--- config.mk ---
export PLATFORM = sky130hd
export DESIGN_NAME = divider_scheduler
export DESIGN_NICKNAME = d
export VERILOG_FILES = /design/src/rtl/divider_sched_pkg.sv /design/src/rtl/rr_arbiter.sv /design/src/rtl/divider_scheduler.sv
export SDC_FILE = /design/constraint.sdc
export NUM_CORES = 1
export LEC_CHECK = 0
export ABC_AREA = 1
export CORE_ASPECT_RATIO = 1.1
export CORE_MARGIN = 10
export CORE_UTILIZATION = 50
export CTS_BUF_LIST = sky130_fd_sc_hd__clkbuf_16
export CTS_CLUSTER_DIAMETER = 200
export DETAILED_ROUTE_END_ITERATION = 10
export PLACE_DENSITY = 0.84
export SETUP_SLACK_MARGIN = 0.15
export SYNTH_ARGS = -nofsm -noshare
export SYNTH_HDL_FRONTEND = slang
export SYNTH_SLANG_ARGS = --single-unit
--- constraint.sdc ---
create_clock -name clock -period 4.7 [get_ports clock]
set_clock_uncertainty 0.1 [all_clocks]
set_input_delay 0.47 -clock clock [delete_from_list [all_inputs] [get_ports clock]]
set_output_delay 0.47 -clock clock [all_outputs]
set_load 0.01 [all_outputs]
--- src/rtl/divider_sched_pkg.sv ---
// Shared definitions for the divider scheduler.
// Holds the divider tag layout (requester ID in the upper bits, per-requester
// sequence number in the lower bits), the FSM state type and the width of
// the per-requester outstanding-operation counters.
package divider_sched_pkg;

    localparam int TAG_W    = 6;
    localparam int REQ_ID_W = 2;
    localparam int SEQ_W    = 4;

    // Tag field positions: tag = {requester_id, sequence_number}
    localparam int TAG_SEQ_LSB = 0;
    localparam int TAG_SEQ_MSB = TAG_SEQ_LSB + SEQ_W - 1;
    localparam int TAG_ID_LSB  = TAG_SEQ_MSB + 1;
    localparam int TAG_ID_MSB  = TAG_ID_LSB + REQ_ID_W - 1;

    // Outstanding counters hold 0..16 and never wrap.
    localparam int CNT_W = 5;

    typedef enum logic {
        FLUSH = 1'b0,
        RUN   = 1'b1
    } sched_state_e;

endpackage

--- src/rtl/rr_arbiter.sv ---
// Round-robin arbiter.
// Grants the first eligible requester at or after the pointer, wrapping
// around. The pointer moves to one past the granted requester whenever a
// grant is given and holds otherwise. A grant is only ever given to an
// eligible (hence valid) requester, so every grant is an issue.
//
// Ports:
//   clock        system clock
//   reset_n      asynchronous active-low reset (pointer -> 0)
//   eligible     per-requester eligibility vector
//   grant        one-hot grant vector (all zero when nothing is eligible)
//   grant_id     index of the granted requester
//   grant_valid  a grant is being given this cycle
module rr_arbiter
    import divider_sched_pkg::*;
#(
    parameter int NUM_REQ = 4
) (
    input  logic                clock,
    input  logic                reset_n,
    input  logic [NUM_REQ-1:0]  eligible,
    output logic [NUM_REQ-1:0]  grant,
    output logic [REQ_ID_W-1:0] grant_id,
    output logic                grant_valid
);

    logic [REQ_ID_W-1:0] ptr;

    // Index k positions after p, wrapping at NUM_REQ (p < NUM_REQ, k < NUM_REQ).
    function automatic int rr_idx(input int p, input int k);
        int s;
        s = p + k;
        return (s >= NUM_REQ) ? s - NUM_REQ : s;
    endfunction

    // NOTE: every output gets a default before the loop so no path through
    // the block leaves a value unassigned, which would infer a latch.
    always_comb begin
        grant       = '0;
        grant_id    = '0;
        grant_valid = 1'b0;
        for (int k = 0; k < NUM_REQ; k++) begin
            for (int j = 0; j < NUM_REQ; j++) begin
                if (!grant_valid && (j == rr_idx(int'(ptr), k)) && eligible[j]) begin
                    grant[j]    = 1'b1;
                    grant_id    = REQ_ID_W'(j);
                    grant_valid = 1'b1;
                end
            end
        end
    end

    // NOTE: state registers use non-blocking assignments so every flop samples
    // the pre-edge values regardless of statement order.
    always_ff @(posedge clock or negedge reset_n) begin
        if (!reset_n) begin
            ptr <= '0;
        end else if (grant_valid) begin
            if (int'(grant_id) == NUM_REQ - 1) begin
                ptr <= '0;
            end else begin
                ptr <= grant_id + 1'b1;
            end
        end
    end

endmodule

--- src/rtl/divider_scheduler.sv ---
// Divider scheduler: shares one fixed-latency pipelined divider among
// NUM_REQ requesters.
// A round-robin arbiter issues at most one operation per cycle. Each issue is
// tagged {requester_id, issue_seq}; the returned tag routes the result back
// to its requester. After reset a FLUSH window discards whatever the
// (unresettable) divider still holds. Per-requester outstanding counters
// bound in-flight work to MAX_OUT, and returns are checked for in-order
// sequence numbers; any inconsistent return sets the sticky err_seq.
//
// Ports:
//   clock, reset_n                      clock, asynchronous active-low reset
//   req_valid / req_ready               per-requester handshake (ready is
//                                       combinational, one-hot)
//   req_dividend / req_divisor          packed operands, requester i at slice i
//   div_input_valid/_tag, div_dividend, div_divisor   issue to divider (registered)
//   div_output_valid/_tag, div_quotient, div_remainder results from divider
//   rsp_valid                           one-hot result strobe (registered)
//   rsp_quotient / rsp_remainder        shared result bus (registered)
//   err_seq                             sticky tag/sequence error
module divider_scheduler
    import divider_sched_pkg::*;
#(
    parameter int NUM_REQ        = 4,
    parameter int DIVIDEND_WIDTH = 16,
    parameter int DIVISOR_WIDTH  = 8,
    parameter int DIV_LATENCY    = 19,
    parameter int MAX_OUT        = 8
) (
    input  logic                              clock,
    input  logic                              reset_n,
    input  logic [NUM_REQ-1:0]                req_valid,
    output logic [NUM_REQ-1:0]                req_ready,
    input  logic [NUM_REQ*DIVIDEND_WIDTH-1:0] req_dividend,
    input  logic [NUM_REQ*DIVISOR_WIDTH-1:0]  req_divisor,
    output logic                              div_input_valid,
    output logic [TAG_W-1:0]                  div_input_tag,
    output logic [DIVIDEND_WIDTH-1:0]         div_dividend,
    output logic [DIVISOR_WIDTH-1:0]          div_divisor,
    input  logic                              div_output_valid,
    input  logic [TAG_W-1:0]                  div_output_tag,
    input  logic [DIVIDEND_WIDTH-1:0]         div_quotient,
    input  logic [DIVIDEND_WIDTH-1:0]         div_remainder,
    output logic [NUM_REQ-1:0]                rsp_valid,
    output logic [DIVIDEND_WIDTH-1:0]         rsp_quotient,
    output logic [DIVIDEND_WIDTH-1:0]         rsp_remainder,
    output logic                              err_seq
);

    localparam int FLUSH_W = $clog2(DIV_LATENCY + 1);

    sched_state_e        state, state_next;
    logic [FLUSH_W-1:0]  flush_cnt;
    logic                run;

    logic [CNT_W-1:0]    outstanding [NUM_REQ];
    logic [SEQ_W-1:0]    issue_seq   [NUM_REQ];
    logic [SEQ_W-1:0]    expect_seq  [NUM_REQ];

    logic [NUM_REQ-1:0]  eligible;
    logic [NUM_REQ-1:0]  grant;
    logic [REQ_ID_W-1:0] grant_id;
    logic                grant_valid;

    logic [DIVIDEND_WIDTH-1:0] sel_dividend;
    logic [DIVISOR_WIDTH-1:0]  sel_divisor;
    logic [SEQ_W-1:0]          sel_seq;

    logic [REQ_ID_W-1:0] ret_id;
    logic [SEQ_W-1:0]    ret_seq;
    logic [NUM_REQ-1:0]  ret_hit;
    logic                ret_err;

    // ------------------------------------------------------------------
    // FSM: FLUSH covers the divider latency after reset so stale results
    // left in the unresettable pipeline never reach a requester.
    // ------------------------------------------------------------------
    always_ff @(posedge clock or negedge reset_n) begin
        if (!reset_n) begin
            state     <= FLUSH;
            flush_cnt <= FLUSH_W'(DIV_LATENCY);
        end else begin
            state <= state_next;
            if (state == FLUSH && flush_cnt != '0) begin
                flush_cnt <= flush_cnt - 1'b1;
            end
        end
    end

    always_comb begin
        state_next = state;
        if (state == FLUSH && flush_cnt == '0) begin
            state_next = RUN;
        end
    end

    always_comb begin
        run = (state == RUN);
    end

    // ------------------------------------------------------------------
    // Arbitration
    // ------------------------------------------------------------------
    always_comb begin
        eligible = '0;
        for (int i = 0; i < NUM_REQ; i++) begin
            eligible[i] = run && req_valid[i] && (outstanding[i] < CNT_W'(MAX_OUT));
        end
    end

    rr_arbiter #(
        .NUM_REQ (NUM_REQ)
    ) u_arbiter (
        .clock       (clock),
        .reset_n     (reset_n),
        .eligible    (eligible),
        .grant       (grant),
        .grant_id    (grant_id),
        .grant_valid (grant_valid)
    );

    assign req_ready = grant;

    always_comb begin
        sel_dividend = '0;
        sel_divisor  = '0;
        sel_seq      = '0;
        for (int i = 0; i < NUM_REQ; i++) begin
            if (grant[i]) begin
                sel_dividend = req_dividend[i*DIVIDEND_WIDTH +: DIVIDEND_WIDTH];
                sel_divisor  = req_divisor[i*DIVISOR_WIDTH +: DIVISOR_WIDTH];
                sel_seq      = issue_seq[i];
            end
        end
    end

    // ------------------------------------------------------------------
    // Return decode: a return is accepted only if its requester exists,
    // its sequence number is the one expected and something is in flight.
    // An out-of-range requester ID matches no index and falls into error.
    // ------------------------------------------------------------------
    assign ret_id  = div_output_tag[TAG_ID_MSB:TAG_ID_LSB];
    assign ret_seq = div_output_tag[TAG_SEQ_MSB:TAG_SEQ_LSB];

    always_comb begin
        ret_hit = '0;
        ret_err = 1'b0;
        if (run && div_output_valid) begin
            ret_err = 1'b1;
            for (int i = 0; i < NUM_REQ; i++) begin
                if ((int'(ret_id) == i) && (ret_seq == expect_seq[i]) &&
                    (outstanding[i] != '0)) begin
                    ret_hit[i] = 1'b1;
                    ret_err    = 1'b0;
                end
            end
        end
    end

    // ------------------------------------------------------------------
    // Issue register
    // ------------------------------------------------------------------
    always_ff @(posedge clock or negedge reset_n) begin
        if (!reset_n) begin
            div_input_valid <= 1'b0;
            div_input_tag   <= '0;
            div_dividend    <= '0;
            div_divisor     <= '0;
        end else begin
            div_input_valid <= grant_valid;
            if (grant_valid) begin
                div_input_tag <= {grant_id, sel_seq};
                div_dividend  <= sel_dividend;
                div_divisor   <= sel_divisor;
            end
        end
    end

    // ------------------------------------------------------------------
    // Per-requester counters. An issue and an accepted return for the same
    // requester in one cycle leave outstanding unchanged while both
    // sequence numbers advance.
    // ------------------------------------------------------------------
    // NOTE: these counter arrays are reset explicitly; they are small flop
    // arrays, not RAM, and stale counts would corrupt credit and ordering.
    always_ff @(posedge clock or negedge reset_n) begin
        if (!reset_n) begin
            for (int i = 0; i < NUM_REQ; i++) begin
                outstanding[i] <= '0;
                issue_seq[i]   <= '0;
                expect_seq[i]  <= '0;
            end
        end else begin
            for (int i = 0; i < NUM_REQ; i++) begin
                case ({grant[i], ret_hit[i]})
                    2'b10:   outstanding[i] <= outstanding[i] + 1'b1;
                    2'b01:   outstanding[i] <= outstanding[i] - 1'b1;
                    default: outstanding[i] <= outstanding[i];
                endcase
                if (grant[i]) begin
                    issue_seq[i] <= issue_seq[i] + 1'b1;
                end
                if (ret_hit[i]) begin
                    expect_seq[i] <= expect_seq[i] + 1'b1;
                end
            end
        end
    end

    // ------------------------------------------------------------------
    // Response register
    // ------------------------------------------------------------------
    always_ff @(posedge clock or negedge reset_n) begin
        if (!reset_n) begin
            rsp_valid     <= '0;
            rsp_quotient  <= '0;
            rsp_remainder <= '0;
            err_seq       <= 1'b0;
        end else begin
            rsp_valid <= ret_hit;
            if (ret_hit != '0) begin
                rsp_quotient  <= div_quotient;
                rsp_remainder <= div_remainder;
            end
            if (ret_err) begin
                err_seq <= 1'b1;
            end
        end
    end

endmodule

==> results.cfg <==
[pwr]
cellPowerDensity_mw_per_mm2 = 600
p_sw_frac = 0.381
p_int_uw = 3730
seqPwrFrac = 0.316
clkPwrFrac = 0.244
power.net_switching_uw = 2290
cellLeakagePower_uw = 0.00499
ir_drop_mv = 0.294
pwr-share-comb = 0.440

[clock_tree]
postCtsResizedCells = 0
cts_sinks = 128
clockBufferDepth = 2
clock_latency_ns = 0.42
root_buffer = clkbuf_16
postCtsSetupBuffers = 0
clk_pin_slew_ns = 0.06
h-tree-depth = 4
cts-buffers-inserted = 17
hold_buffers = 0
cts_tree = done

[global_route]
antenna_found_initial = 0
grt_max_degree = 65
track_usage = 0.209
grt_first_pass_wirelength_mm = 33.3
grt_pass1_vias = 6599
grt-ovfl-total = 0

[drt]
post-route-drc-count = 0
vias = 6527
first_pass_iters = 4
via_per_inst = 4.96
routedWlPerCell_um = 15.5
wirelength_mm = 20.4
ant_nets = 0
drt_iter0_markers = 326

[placed_design]
dp_hpwl_mm = 15.2
gp_congestion = 0.944
place_worst_setup_slack_ns = 0.638
place.port_buffers = 212
dp_cells = 1283

[setup_path]
worstPathRequired_ns = 4.13
critPathBufInv = 3
rrSetupSlack_ns = 0.94
critPathMaxStageDelay_ns = 0.62
crit_slowest_cell = clkdlybuf4s50_1
regToRegStartpoint = run$_DFFE_PN0P_
critical_path.cell_chain = nand2_1, inv_1, nand3_1, nand2_2, nor2_4, nand4_4, nor2_4, nand4_4, nor3_4, nand4_2, nand2_2, buf_4, clkdlybuf4s50_1
r2r-end = outstanding[4]$_DFFE_PN0P_
r2r_cells = 22
cp.arrival_ns = 3.25
critical-path-top-delay-family = simple AND/OR/NAND/NOR gates
crit_path_max_fanout = 33
worstSetupStartpointType = register
critPathCaptureType = primary output
critical_path_class = register to primary output

[final_layout]
diodes = 0
final_common_cell = nand2_1
fin_nets = 1285
utilization = 0.725
multi_input_area_mm2 = 0.00324
regArea_mm2 = 0.00321
n_fill_cell = 1049
final_cell_mix = 263 x nand2_1, 211 x clkdlybuf4s50_1, 134 x inv_1
final_cells = 1315
area_growth_pct = 41.3
drive_above_1_share = 0.0665

[synth]
synthCells = 898
syn_nets = 1069
ys_seq_area_frac = 0.451
async_flop_share = 1.00
avgSynthCellArea_um2 = 7.91
ys_ff_latch = 128
synth.area.top_cells = dfrtp_1 44%, nand2_1 14%, inv_1 7.1%, ha_1 4.8%, o21ai_0 4.1%
synth-edff-count = 0
synth_flop_cell = dfrtp_1
synth_top_area_share = 0.440
netlist_area_mm2 = 0.00711
yosys_warnings = 0
ys_types = 42
synth_largest_area_cell = dfrtp_1

[floorplanning]
die_x_um = 134
die_h_um = 145
initial_core_util = 0.513
rows = 45
die_area_mm2 = 0.0194
design.core.area_mm2 = 0.0139
pin_count = 213

[status]
status = finished clean

[sta]
rsz0062_at_grt = false
slew_headroom = 0.522
fmax_mhz = 262
tightestPinTransition_ns = 0.717
hold_viol = 0
setup_viol = 0
setup-tns-final_ns = 0
setup_ws_ns = 0.880
period_share = 0.813
period_minus_slack_ns = 3.82
timing.final.max_slew_violations = 0

[hold_path]
hold_class = input port to asynchronous set/reset pin

[flow_run]
max_cap_viol_count = 0
sequential cells by signal (all words and copies together) (netlist names):
signal	cells
div_input_tag	6
u_arbiter.ptr	2
flush_cnt	5
rsp_quotient	16
run	1
issue_seq	16
expect_seq	16
div_input_valid	1
outstanding	20
rsp_remainder	16
div_dividend	16
div_divisor	8
rsp_valid	4
err_seq	1
layer usage:
| metal | global-route usage | up-vias | share of wire | wire length, um |
|---|---|---|---|---|
| li1 | - | 3278 | - | - |
| met1 | 0.243 | 2974 | 0.42 | 8510 |
| met2 | 0.351 | 250 | 0.48 | 9780 |
| met3 | 0.0800 | 25 | 0.090 | 1840 |
| met4 | 0.0572 | 0 | 0.013 | 265 |
| met5 | 0 | - | 0 | 0 |
worst register-to-register path: cells and delay by family, from the launching register on:
| kind | cells | cell delay (ns) |
|---|---|---|
| and+or+nand+nor | 10 | 1.32 |
| AOI/OAI and AO/OA | 5 | 0.69 |
| adders and majority gates | 2 | 0.50 |
| buffers and inverters | 3 | 0.22 |
| xor gates and xnor gates | 2 | 0.34 |
| DFF | 1 | 0.47 |
power by group through the flow:
stage | combinational, uW | sequential, uW | clock, uW
2_1_floorplan | 1500 | 1970 | 0
3_3_place_gp | 2590 | 1890 | 0
3_5_place_dp | 2660 | 1910 | 0
4_1_cts | 2680 | 1900 | 1490
5_1_grt | 2990 | 1970 | 1550
6_report | 2650 | 1900 | 1470
worst max path at each step:
stage	start	endpoint	slack, ns	cells past startpoint
finish	run$_DFFE_PN0P_	req_ready[3]	0.88	13
detailed placement	req_valid[1]	outstanding[4]$_DFFE_PN0P_	0.64	23
CTS	run$_DFFE_PN0P_	req_ready[3]	0.89	13
floorplan	req_valid[1]	outstanding[4]$_DFFE_PN0P_	1.39	22
global route	run$_DFFE_PN0P_	outstanding[4]$_DFFE_PN0P_	0.57	22
global placement	req_valid[1]	outstanding[4]$_DFFE_PN0P_	0.87	23
cell usage after synthesis (2+ instances only):
| master | instances |
|---|---|
| o211ai_1 | 2 |
| nand4_2 | 2 |
| buf_2 | 8 |
| nor2_1 | 64 |
| nand4_4 | 2 |
| buf_6 | 3 |
| nand3_2 | 4 |
| buf_4 | 7 |
| clkbuf_1 | 6 |
| a21oi_1 | 42 |
| nand2_2 | 6 |
| o21ai_0 | 58 |
| o22ai_1 | 6 |
| nand4_1 | 9 |
| or2_2 | 3 |
| inv_1 | 134 |
| xnor2_1 | 14 |
| ha_1 | 27 |
| dfrtp_1 | 125 |
| a211oi_1 | 4 |
| o21ai_1 | 3 |
| a31oi_1 | 4 |
| xor2_1 | 24 |
| nor4_1 | 2 |
| dfstp_2 | 3 |
| nor3_1 | 8 |
| fa_1 | 3 |
| inv_2 | 3 |
| nor2_2 | 4 |
| nand3_1 | 40 |
| a221oi_1 | 2 |
| nor2_4 | 3 |
| nand2_1 | 263 |
| nand3b_1 | 2 |
logic make-up (layout without fill, tap and decap cells):
| kind of cell | Yosys count | count (layout) | synth area share |
|---|---|---|---|
| and+or+nand+nor | 416 | 416 | 0.258 |
| AOI/OAI and AO/OA | 125 | 125 | 0.0949 |
| adders and majority gates | 30 | 30 | 0.0560 |
| DFF | 128 | 128 | 0.451 |
| xor gates and xnor gates | 38 | 38 | 0.0468 |
| buffers and inverters | 161 | 390 | 0.0933 |
stage by stage:
stage          total power, uW  instance area, um2  hold WS (ns)
2_1_floorplan             3470                7110        0.0744
3_3_place_gp              4480                9380         0.357
3_5_place_dp              4570                9380         0.355
4_1_cts                   6080               10000        0.0282
5_1_grt                   6510               10000        0.0606
6_report                  6020               10000       0.00580
final cells by class:
cell class,instances,share of cell area
Clock inverter,15,0.0233
Inverter,137,0.0512
Clock buffer,17,0.0424
Tap cell,188,0.0234
Sequential cell,128,0.319
Timing Repair Buffer,221,0.218
Multi-Input combinational cell,609,0.322
Note: power is estimated with default switching activity, not from simulation.
